<file path="config.mk">
export PLATFORM = sky130hd
export DESIGN_NAME = alu_issue_ctrl
export DESIGN_NICKNAME = d
export VERILOG_FILES = /design/src/rtl/alu_issue_ctrl_pkg.sv /design/src/rtl/alu_issue_ctrl_regfile.sv /design/src/rtl/alu_issue_ctrl.sv
export SDC_FILE = /design/constraint.sdc
export NUM_CORES = 1
export LEC_CHECK = 0
export CORE_UTILIZATION = 40
export DETAILED_ROUTE_END_ITERATION = 6
export PLACE_DENSITY_LB_ADDON = 0.1
export SLEW_MARGIN = 20
export SYNTH_ARGS = -nofsm -noshare
export SYNTH_HDL_FRONTEND = slang
export SYNTH_SLANG_ARGS = --single-unit
</file>
<file path="constraint.sdc">
create_clock -name clk -period 2.1 [get_ports clk]
set_input_delay 0.42 -clock clk [delete_from_list [all_inputs] [get_ports clk]]
set_output_delay 0.42 -clock clk [all_outputs]
set_load 0.1 [all_outputs]
</file>
<file path="src/rtl/alu_issue_ctrl_pkg.sv">
// Shared types and encoding constants for the ALU issue controller and its register file.
package alu_issue_ctrl_pkg;

  localparam int NREGS_DEF = 8;
  localparam int DW_DEF    = 16;

  typedef enum logic [2:0] {
    ADD  = 3'd0,
    SUB  = 3'd1,
    GTE  = 3'd2,
    LT   = 3'd3,
    NOT1 = 3'd4,
    LDI  = 3'd5
  } operation_t;

  typedef struct packed {
    logic carry;
  } flags_t;

  typedef enum logic [2:0] {
    S_IDLE,
    S_READ,
    S_EXEC,
    S_WB,
    S_RESP
  } state_t;

  localparam logic [2:0] OPC_ADD  = 3'd0;
  localparam logic [2:0] OPC_SUB  = 3'd1;
  localparam logic [2:0] OPC_GTE  = 3'd2;
  localparam logic [2:0] OPC_LT   = 3'd3;
  localparam logic [2:0] OPC_NOT1 = 3'd4;
  localparam logic [2:0] OPC_LDI  = 3'd5;

  localparam int OPC_LSB = 13;
  localparam int RD_LSB  = 10;
  localparam int RS1_LSB = 7;
  localparam int RS2_LSB = 4;
  localparam int IMM_W   = 10;

  function automatic logic isLegal(input logic [2:0] opc);
    return (opc <= OPC_LDI);
  endfunction

  function automatic logic usesAlu(input logic [2:0] opc);
    return (opc <= OPC_NOT1);
  endfunction

endpackage

</file>
<file path="src/rtl/alu_issue_ctrl_regfile.sv">
// 8x16 register file: two asynchronous read ports, one synchronous write port, async clear.
module alu_regfile
  import alu_issue_ctrl_pkg::*;
#(
  parameter int NREGS = 8,
  parameter int DW    = 16
) (
  input  logic                     clk,
  input  logic                     rst_n,
  input  logic                     i_we,
  input  logic [$clog2(NREGS)-1:0] i_waddr,
  input  logic [DW-1:0]            i_wdata,
  input  logic [$clog2(NREGS)-1:0] i_raddr1,
  input  logic [$clog2(NREGS)-1:0] i_raddr2,
  output logic [DW-1:0]            o_rdata1,
  output logic [DW-1:0]            o_rdata2
);

  logic [DW-1:0] r_mem [NREGS];

  always_ff @(posedge clk or negedge rst_n) begin
    if (!rst_n) begin
      for (int i = 0; i < NREGS; i++) r_mem[i] <= '0;
    end else if (i_we) begin
      r_mem[i_waddr] <= i_wdata;
    end
  end

  assign o_rdata1 = r_mem[i_raddr1];
  assign o_rdata2 = r_mem[i_raddr2];

endmodule

</file>
<file path="src/rtl/alu_issue_ctrl.sv">
// Issue controller: accepts one instruction at a time, reads operands, drives the external
// ALU for a single cycle, writes the result back and returns a response beat.
module alu_issue_ctrl
  import alu_issue_ctrl_pkg::*;
#(
  parameter int NREGS = 8,
  parameter int DW    = 16
) (
  input  logic          clk,
  input  logic          rst_n,
  input  logic          ins_valid,
  output logic          ins_ready,
  input  logic [15:0]   ins_data,
  output logic          alu_en,
  output operation_t    alu_op,
  output logic [DW-1:0] alu_op1,
  output logic [DW-1:0] alu_op2,
  input  logic [DW-1:0] alu_result,
  input  flags_t        alu_fls,
  output logic          rsp_valid,
  input  logic          rsp_ready,
  output logic [DW-1:0] rsp_data,
  output logic [2:0]    rsp_rd,
  output logic          rsp_err,
  output logic          carry_q
);

  state_t        r_state;
  state_t        w_next;
  logic [15:0]   r_ins;
  operation_t    r_alu_op;
  logic [DW-1:0] r_op1;
  logic [DW-1:0] r_op2;
  logic [DW-1:0] r_res;
  logic          r_fls_carry;
  logic [DW-1:0] r_rsp_data;
  logic [2:0]    r_rsp_rd;
  logic          r_rsp_err;
  logic          r_carry_q;

  logic [2:0]    w_opc;
  logic [2:0]    w_rd;
  logic [2:0]    w_rs1;
  logic [2:0]    w_rs2;
  logic [DW-1:0] w_rdata1;
  logic [DW-1:0] w_rdata2;
  logic [DW-1:0] w_wdata;
  logic          w_we;
  logic          w_legal;

  assign w_opc   = r_ins[OPC_LSB +: 3];
  assign w_rd    = r_ins[RD_LSB  +: 3];
  assign w_rs1   = r_ins[RS1_LSB +: 3];
  assign w_rs2   = r_ins[RS2_LSB +: 3];
  assign w_legal = isLegal(w_opc);
  assign w_we    = (r_state == S_WB) && w_legal;

  alu_regfile #(.NREGS(NREGS), .DW(DW)) u_regfile (
    .clk      (clk),
    .rst_n    (rst_n),
    .i_we     (w_we),
    .i_waddr  (w_rd),
    .i_wdata  (w_wdata),
    .i_raddr1 (w_rs1),
    .i_raddr2 (w_rs2),
    .o_rdata1 (w_rdata1),
    .o_rdata2 (w_rdata2)
  );

  always_ff @(posedge clk or negedge rst_n) begin
    if (!rst_n) r_state <= S_IDLE;
    else        r_state <= w_next;
  end

  // LDI and illegal opcodes never touch the ALU, so they bypass EXEC.
  always_comb begin
    w_next = r_state;
    case (r_state)
      S_IDLE: if (ins_valid) w_next = S_READ;
      S_READ: w_next = usesAlu(w_opc) ? S_EXEC : S_WB;
      S_EXEC: w_next = S_WB;
      S_WB:   w_next = S_RESP;
      S_RESP: if (rsp_ready) w_next = S_IDLE;
      default: w_next = S_IDLE;
    endcase
  end

  // GTE/LT results come from the borrow flag rather than the ALU result word.
  always_comb begin
    w_wdata = '0;
    case (w_opc)
      OPC_ADD, OPC_SUB, OPC_NOT1: w_wdata = r_res;
      OPC_GTE: w_wdata = {{(DW-1){1'b0}}, ~r_fls_carry};
      OPC_LT:  w_wdata = {{(DW-1){1'b0}}, r_fls_carry};
      OPC_LDI: w_wdata = {{(DW-IMM_W){1'b0}}, r_ins[IMM_W-1:0]};
      default: w_wdata = '0;
    endcase
  end

  always_ff @(posedge clk or negedge rst_n) begin
    if (!rst_n) begin
      r_ins       <= '0;
      r_alu_op    <= ADD;
      r_op1       <= '0;
      r_op2       <= '0;
      r_res       <= '0;
      r_fls_carry <= 1'b0;
      r_rsp_data  <= '0;
      r_rsp_rd    <= '0;
      r_rsp_err   <= 1'b0;
      r_carry_q   <= 1'b0;
    end else begin
      case (r_state)
        S_IDLE: if (ins_valid) r_ins <= ins_data;
        S_READ: begin
          if (usesAlu(w_opc)) begin
            r_alu_op <= operation_t'(w_opc);
            r_op1    <= w_rdata1;
            r_op2    <= w_rdata2;
          end
        end
        S_EXEC: begin
          r_res       <= alu_result;
          r_fls_carry <= alu_fls.carry;
        end
        S_WB: begin
          r_rsp_data <= w_wdata;
          r_rsp_rd   <= w_rd;
          r_rsp_err  <= ~w_legal;
          if (w_opc <= OPC_LT) r_carry_q <= r_fls_carry;
        end
        default: ;
      endcase
    end
  end

  assign ins_ready = (r_state == S_IDLE);
  assign alu_en    = (r_state == S_EXEC);
  assign alu_op    = r_alu_op;
  assign alu_op1   = r_op1;
  assign alu_op2   = r_op2;
  assign rsp_valid = (r_state == S_RESP);
  assign rsp_data  = r_rsp_data;
  assign rsp_rd    = r_rsp_rd;
  assign rsp_err   = r_rsp_err;
  assign carry_q   = r_carry_q;

endmodule

</file>
# Yosys cells after proc, flatten, opt, wreduce, memory -nomap -nowiden
# Cells that the tools add are included.
# word_totals
romBits	0
memories	0
latch_bits	0
mem_bits_rw	0
output_inout_bits	59
word_cells	65
input_bits	37
ff_bits	220
# op_classes
bitwise_logic	5
div	0
reduce_logical	9
n_eq_ne	11
shift	0
multipliers	0
n_addsub	0
order_cmp	7
n_mux	14
# op_table
operator	n
$bwmux 128	1
$bmux 16 s3	2
$mux 16	5
$pmux 16 s4	1
$demux 16 s3	1
$pmux 3 s5	1
$eq 3x2->1 const B	4
$ge 4x4->1 const B	3
$not 3->4	3
$eq 3x3->1 const B	3
$reduce_and 2->1	4
$eq 3x1->1 const B	2
$le 3x3->1 const B	2
$logic_not 3->1	2
$mux 3	2
$lt 4x1->1 const B	1
$le 3x2->1 const B	1
$reduce_or 3->1	1
$logic_and 1x1->1	2
$ne 2x1->1 const B	1
$ne 2x2->1 const B	1
$not 1->1	2
$mux 1	1

# Logic depth before layout (Yosys ltp)
# depth
depth_word	6
mapped_depth	7
ltp_nobuf	4

# Cells and area by module
# From an unflattened synthesis, not the netlist that was laid out.
# hier_totals
cells_unflattened	656
hier_area_um2	10938.0
# modules_own_cells
module	cells_each	seq_area_each_um2	area_per_inst_um2	n_inst
alu_regfile	393	3203.1	7000.5	1
alu_issue_ctrl	263	2302.2	3937.5	1

# Worst setup path after synthesis
# No wires, ideal clock.
# synth_timing
kind	register -> register
startpoint	register r_state[1]
endpoint	register r_ins[10]
path_stages_with_launch	7
slack_ps	-1598
t_arrival_ps	3573
setup_time_ps	125
n_path_buf	3
required_time_ps	1975
period_less_slack_ps	3698
path_cell_list	dfrtp_1 > clkbuf_2 > nor3_1 > and2_1 > buf_2 > buf_4 > mux2_2
# synth_between
elab_chain_cells	2
# synth_rtl
item	line	rtl
from (decl)	alu_issue_ctrl.sv:28	state_t r_state;
from (signal assigned)	alu_issue_ctrl.sv:72	else r_state <= w_next;
$logic_not 3->1	n/a	
net ins_ready	alu_issue_ctrl.sv:12	output logic ins_ready,
$reduce_and 2->1 (no source line)	n/a	
to (signal assigned)	alu_issue_ctrl.sv:114	S_IDLE: if (ins_valid) r_ins <= ins_data;
to (decl)	alu_issue_ctrl.sv:30	logic [15:0] r_ins;
# The timed path passes the listed nets, and every way through them passes these cells.
# A chain may end at the register's enable or synchronous reset.

# Final worst setup path
# layout_timing
startpoint	register r_state[0]
endpoint	output port ins_ready
# layout_between
elab_chain_cells	1
# layout_rtl
item	line	rtl
$logic_not 3->1	alu_issue_ctrl.sv:137	assign ins_ready = (r_state == S_IDLE);
to (decl)	alu_issue_ctrl.sv:12	
# No other way between the ends.

==> results.sh <==
export IMPL_status="complete, no violations"
export IMPL_fmax_ghz=0.500
export IMPL_drt_wirelength_per_cell_um=19.3
export IMPL_clkTransAtPathRegs_ns=0.06
export IMPL_arrival_ns=1.58
export IMPL_cts_root_buf="clkbuf_16"
export IMPL_drt_wl_total_mm=27.9
export IMPL_numPlacedInstances=1393
export IMPL_cts_buffers=25
export IMPL_slew_headroom=0.556
export IMPL_drive_gt1_frac=0.178
export IMPL_synth_flop_cell="dfrtp_1"
export IMPL_nets=1135
export IMPL_htreeDepth=1
export IMPL_area_growth_pct=22.3
export IMPL_rsz0062_at_grt="false"
export IMPL_vias_per_cell=5.28
export IMPL_grt_pass1_vias=7694
export IMPL_synth_largest_area_cell="dfrtp_1"
export IMPL_cts_sinks=220
export IMPL_dieHeight_um=162
export IMPL_worstMarginPinSlew_ns=0.663
export IMPL_clock_latency_ns=0.52
export IMPL_clk_path_buf_depth=3
export IMPL_synth_enable_flop_cells=0
export IMPL_startpoint_type="register"
export IMPL_drv_slew=0
export IMPL_yosysSeqAreaShare=0.536
export IMPL_gr_total_overflow=0
export IMPL_crit_fanout=8
export IMPL_ant_nets=0
export IMPL_grt_use_total=0.219
export IMPL_skew_ns=0.00757
export IMPL_synth_area_um2=10300
export IMPL_hold_violations=0
export IMPL_cts_tree="yes"
export IMPL_end_kind="primary output"
export IMPL_synth_cells=1006
export IMPL_antenna_found_initial=0
export IMPL_syn_nets=1043
export IMPL_power_density_nw_per_um2=1900
export IMPL_synthTopCellsByArea="dfrtp_1 54%, mux2i_1 12%, nand2_1 8.7%"
export IMPL_fp_dieW_um=162
export IMPL_finalSetupViolCount=0
export IMPL_drtIter0Drc=468
export IMPL_diodes=0
export IMPL_post_route_util=0.499
export IMPL_drc_errors=0
export IMPL_io_pins=96
export IMPL_yosysWarnings=0
export IMPL_final_cells=1446
export IMPL_firstDrtPassIters=4
export IMPL_cap_violations=0
export IMPL_ir_drop_uv=1370
export IMPL_coreArea_um2=25200
export IMPL_grt_pass1_wl_mm=44.5
export IMPL_ys_ff_latch=220
export IMPL_path_class="reg2out"
export IMPL_cp_data_required_time_ns=1.68
export IMPL_grt_max_degree=62
export IMPL_gp_congestion=0.739
export IMPL_portBuffers=95
export IMPL_layout_min_cycle_time_ns=2.00
export IMPL_dieArea_um2=26300
export IMPL_p_leak_nw=5.90
export IMPL_fin_crit_sh=0.953
export IMPL_ys_types=35
export IMPL_dp_hpwl_mm=17.6
export IMPL_avgSynthCellArea_um2=10.2
export IMPL_initial_core_util=0.408
export IMPL_synth_top_area_frac=0.536
export IMPL_whs_ns=0.436
export IMPL_synthArstFlopShare=1.00
export IMPL_fp_row_count=58
export IMPL_hold_path_class="in2async"
export IMPL_vias=7633
synth_stat cells, types with 2 or more instances:
library cell / count
nand4b_1: 4
mux2_2: 34
mux2i_1: 128
o21ai_0: 116
or4b_1: 2
clkbuf_1: 46
and2_1: 4
buf_6: 8
o21ai_1: 24
nand2_1: 239
nand3_1: 42
dfrtp_1: 220
or3b_2: 2
nor2_1: 7
a22oi_1: 64
nor3b_1: 3
nor2b_1: 4
o21ai_2: 6
a21o_1: 10
a21oi_1: 3
buf_2: 25
nand4_1: 2
per-stage QoR:
step                TNS (ns)  cell area [um^2]  setup WS, ns  power (mW)
floorplan              -1.08             10300        -0.100        15.9
CTS                        0             12500        0.0164        24.0
finish                     0             12600        0.0980        23.9
global placement           0             11600         0.341        19.2
detailed placement         0             11600         0.296        19.4
global route               0             12600        0.0276        25.3
layout make-up:
type / count / area (um^2)
timing repair buffer: 146 / 1360
multi-input combinational: 704 / 4430
sequential: 220 / 5520
inverter: 1 / 3.75
clock inverter: 6 / 110
tap: 330 / 413
clock buffer: 39 / 738
fill: 2391 / 12600
flip-flops by register name, summed over array words and instances, names as in the netlist:
name	count
r_res	16
r_fls_carry	1
alu_op1	16
u_regfile.r_mem	128
rsp_err	1
alu_op	3
alu_op2	16
rsp_data	16
carry_q	1
r_state	3
rsp_rd	3
r_ins	16
power breakdown:
group	switching, mW	total [mW]	internal, mW
clock	1.76	4.53	2.77
combinational	8.02	12.0	3.99
sequential	1.48	7.37	5.89
layer usage:
layer | global-route usage | wire, um | vias up
li1 | - | - | 3717
met2 | 0.340 | 12300 | 171
met4 | 0.0459 | 391 | 0
met5 | 0 | 0 | -
met3 | 0.0286 | 1360 | 32
met1 | 0.326 | 13900 | 3713
cell families after synthesis:
| logic type | count (synthesis) | share of synthesized area |
|---|---|---|
| AOI/OAI and AO/OA | 228 | 0.133 |
| DFF | 220 | 0.536 |
| xor gates and xnor gates | 1 | 0.000853 |
| and+or+nand+nor | 313 | 0.128 |
| muxes | 162 | 0.162 |
| buffers and inverters | 82 | 0.0394 |
worst paths after layout:
check,start,cells past startpoint,end,slack (ns)
min,rst_n,2,alu_op1[4]$_DFFE_PN0P_,0.44
min reg2reg,alu_op1[6]$_DFFE_PN0P_,2,alu_op1[6]$_DFFE_PN0P_,0.47
max,r_state[0]$_DFFE_PN0P_,3,ins_ready,0.1
min in group clk,rsp_ready,3,r_state[2]$_DFFE_PN0P_,0.47
max reg2reg,r_state[2]$_DFFE_PN0P_,5,u_regfile.r_mem[112]$_DFFE_PN0P_,0.28
max in group asynchronous,rst_n,3,u_regfile.r_mem[107]$_DFFE_PN0P_,0.94
placed cells by master, fill, tap and decap left out, types with 2 or more instances in the layout:
cell type,Yosys,final
o21ai_2,6,6
dfrtp_2,0,3
nand4_1,2,2
buf_12,0,13
buf_4,1,96
dfrtp_4,0,2
o21ai_1,24,24
clkbuf_8,0,6
o21ai_0,116,116
mux2i_1,128,128
a21o_1,10,10
nand4b_1,4,4
bufinv_16,0,3
clkdlybuf4s50_1,0,35
nor2b_1,4,4
nand3_1,42,42
or3b_2,2,2
nor2_1,7,7
and2_1,4,4
or4b_1,2,2
clkbuf_16,0,25
mux2_2,34,24
a22oi_1,64,64
nand2_1,239,239
clkinvlp_4,0,2
dfrtp_1,220,215
mux2_4,0,10
a21oi_1,3,3
clkbuf_1,46,8
worst max-delay path, stage by stage, from the launching register on:
cell and delay (ns):
dfrtp_2 0.47, buf_4 0.17, nor3_4 0.21, buf_12 0.20
what timing repair did:
item | 4_1_cts | 5_1_grt
hold buffers | 1 | 0
setup endpoints to repair | 1 | 1
endpoints found under the hold margin | 55 | 0
setup buffers | 0 | 7
gates cloned | 0 | 0
gates resized for setup | 2 | 0
Power figures use the tool's default switching activity.
==> edit, RTL diff (same flow settings) <==
Remove the case item `OPC_LDI` of the case on `w_opc`.
--- a/src/rtl/alu_issue_ctrl.sv
+++ b/src/rtl/alu_issue_ctrl.sv
@@ -92,7 +92,6 @@
       OPC_ADD, OPC_SUB, OPC_NOT1: w_wdata = r_res;
       OPC_GTE: w_wdata = {{(DW-1){1'b0}}, ~r_fls_carry};
       OPC_LT:  w_wdata = {{(DW-1){1'b0}}, r_fls_carry};
-      OPC_LDI: w_wdata = {{(DW-IMM_W){1'b0}}, r_ins[IMM_W-1:0]};
       default: w_wdata = '0;
     endcase
   end
Function: changed (Yosys sat finds a counterexample within 4 cycles, from zero or initial values and one cycle with rst_n low).
==> edit against the original RTL <==
Wire length decreased by 3.4%; critical path depth did not move; core utilization is essentially flat; worst setup slack worse by 0.037 ns; sequential cell count decreased by 4; synthesized area is 1.8% higher; final area grew 0.89%; worst hold slack got worse by 0.039 ns; sequential share of layout area decreased by 1.2 points; die area up 1.8%; non-clock buffer count shrank 19; highest routed layer unchanged.
Power is left out: the tool's default activity adds up to more than one toggle a clock period on the data nets, which glitch-free logic cannot reach.
==> edit: results (changes against the original RTL) <==
Logic synthesis
Sorting the synthesized cells by area gives the leading types as sky130_fd_sc_hd__dfrtp_1 52%, sky130_fd_sc_hd__mux2_2 26%, sky130_fd_sc_hd__mux2i_1 6.1%. The synthesized netlist net count was 831 (-20%). The share of flip-flops with an asynchronous set or reset was 100% (unchanged). The main flop type after synthesis is sky130_fd_sc_hd__dfrtp_1.

The number of warning messages in the yosys log was 0 (unchanged). The share of synthesized area occupied by flip-flops and latches is 51.7% (-1.9 points). The gate count after technology mapping is 794 (-21%). Sorting the synthesized cells by how often they occur yields 237 x sky130_fd_sc_hd__mux2_2, 216 x sky130_fd_sc_hd__dfrtp_1, 64 x sky130_fd_sc_hd__mux2i_1, 37 x sky130_fd_sc_hd__clkbuf_1, 35 x sky130_fd_sc_hd__o21ai_0.

Worst setup path
The destination of the critical timing path is alu_en. The destination of the worst register-to-register timing path is u_regfile.r_mem[24]. The worst-case register-to-register setup slack is 0.21 ns (-0.07 ns). The depth of the worst register-to-register path was 6 (+1). The delay of the slowest critical-path stage is 0.46 ns.

The signal arrival time at the worst endpoint was 1.62 ns (+0.04 ns). The largest driver fanout on the critical path came to 19 (+11).

Routing
The violation count after the first detailed-route iteration came to 306 (-35%). The met3 routed wirelength is 1.14 mm (-16%). The number of vias per cell after detailed routing is 5.66 (+7.2%). The routed length on met1 is 11.8 mm (-15%). The met2 wirelength from detailed routing is 13.1 mm (+6.8%).

The routed wirelength normalized by instance count is 22.1 um (+14%).

Status
The flow ran to the end, and the final reports show no timing, DRC or antenna violations.

Placement
The number of buffer cells added on primary ports is 91 (-4.2%). The final HPWL from detailed placement was 17.3 mm (-1.4%). The post-place instance area came to 11800 um2 (+1.7%). The worst setup timing slack at the placement stage is 0.205 ns (-0.0909 ns).

The routability-driven placement congestion ratio is 0.757 (+2.5%).

Final layout
The filler cell count in the final layout came to 2254 (-5.7%). The share of layout cells above drive strength 1 was 42.7% (+25 points). The post-layout net count is 915 (-19%). The non-filler instance count after layout is 1223 (-15%).

Timing
The post-route clock skew is 0.0116 ns (+0.00398 ns). The timing-limited maximum frequency is 490 MHz (-1.8%). The slew at the pin closest to its max-slew limit is 0.557 ns (-0.106 ns). The minimum hold slack was 0.398 ns (-0.0386 ns).

GRT
The met3 track demand over resource in global routing is 2.72% (-0.14 points). The global-route wire length before repair was 42.9 mm (-3.6%). The met2 demand-to-capacity share in global routing is 35.8% (+1.8 points). The global-route met1 utilization is 26.8% (-5.8 points). The overall fraction of global-route tracks in use came to 21.1% (-0.86 points). The maximum number of pins on one net before global-route repair is 48 (-23%).

The via count of the first global-routing pass is 7535 (-2.1%).

CTS
The clock insertion delay at the later pin of the skew report was 0.52 ns (about the same).
==> edit: timing repair <==
item | 4_1_cts | 5_1_grt
setup buffers | 0 | 1
hold endpoints to repair | 41 | 0
hold buffers | 1 | 0
gates resized for setup | 2 | 1
cloned | 0 | 0
pin swaps | 1 | 0
setup endpoints to repair | 1 | 1
==> edit: logic make-up (layout without fill, tap and decap cells) <==
| logic type | after synthesis | in the layout | share of synthesized area (%) |
|---|---|---|---|
| compound gates | 139 | 139 | 9.15 |
| flops | 216 | 216 | 51.7 |
| xor+xnor | 1 | 1 | 0.0838 |
| buf+inv | 74 | 173 | 3.33 |
| simple gates | 63 | 63 | 4.09 |
| mux | 301 | 301 | 31.7 |
==> edit: final cells by class <==
class | count | area (um2) | share of cell area (%)
well taps | 330 | 413 | 3.26
clock buffers | 35 | 693 | 5.47
clock inverters | 7 | 110 | 0.869
repair buffers | 127 | 1260 | 9.98
multi-input cells | 504 | 4770 | 37.6
inverters | 4 | 15.0 | 0.118
flip-flops and latches | 216 | 5410 | 42.7
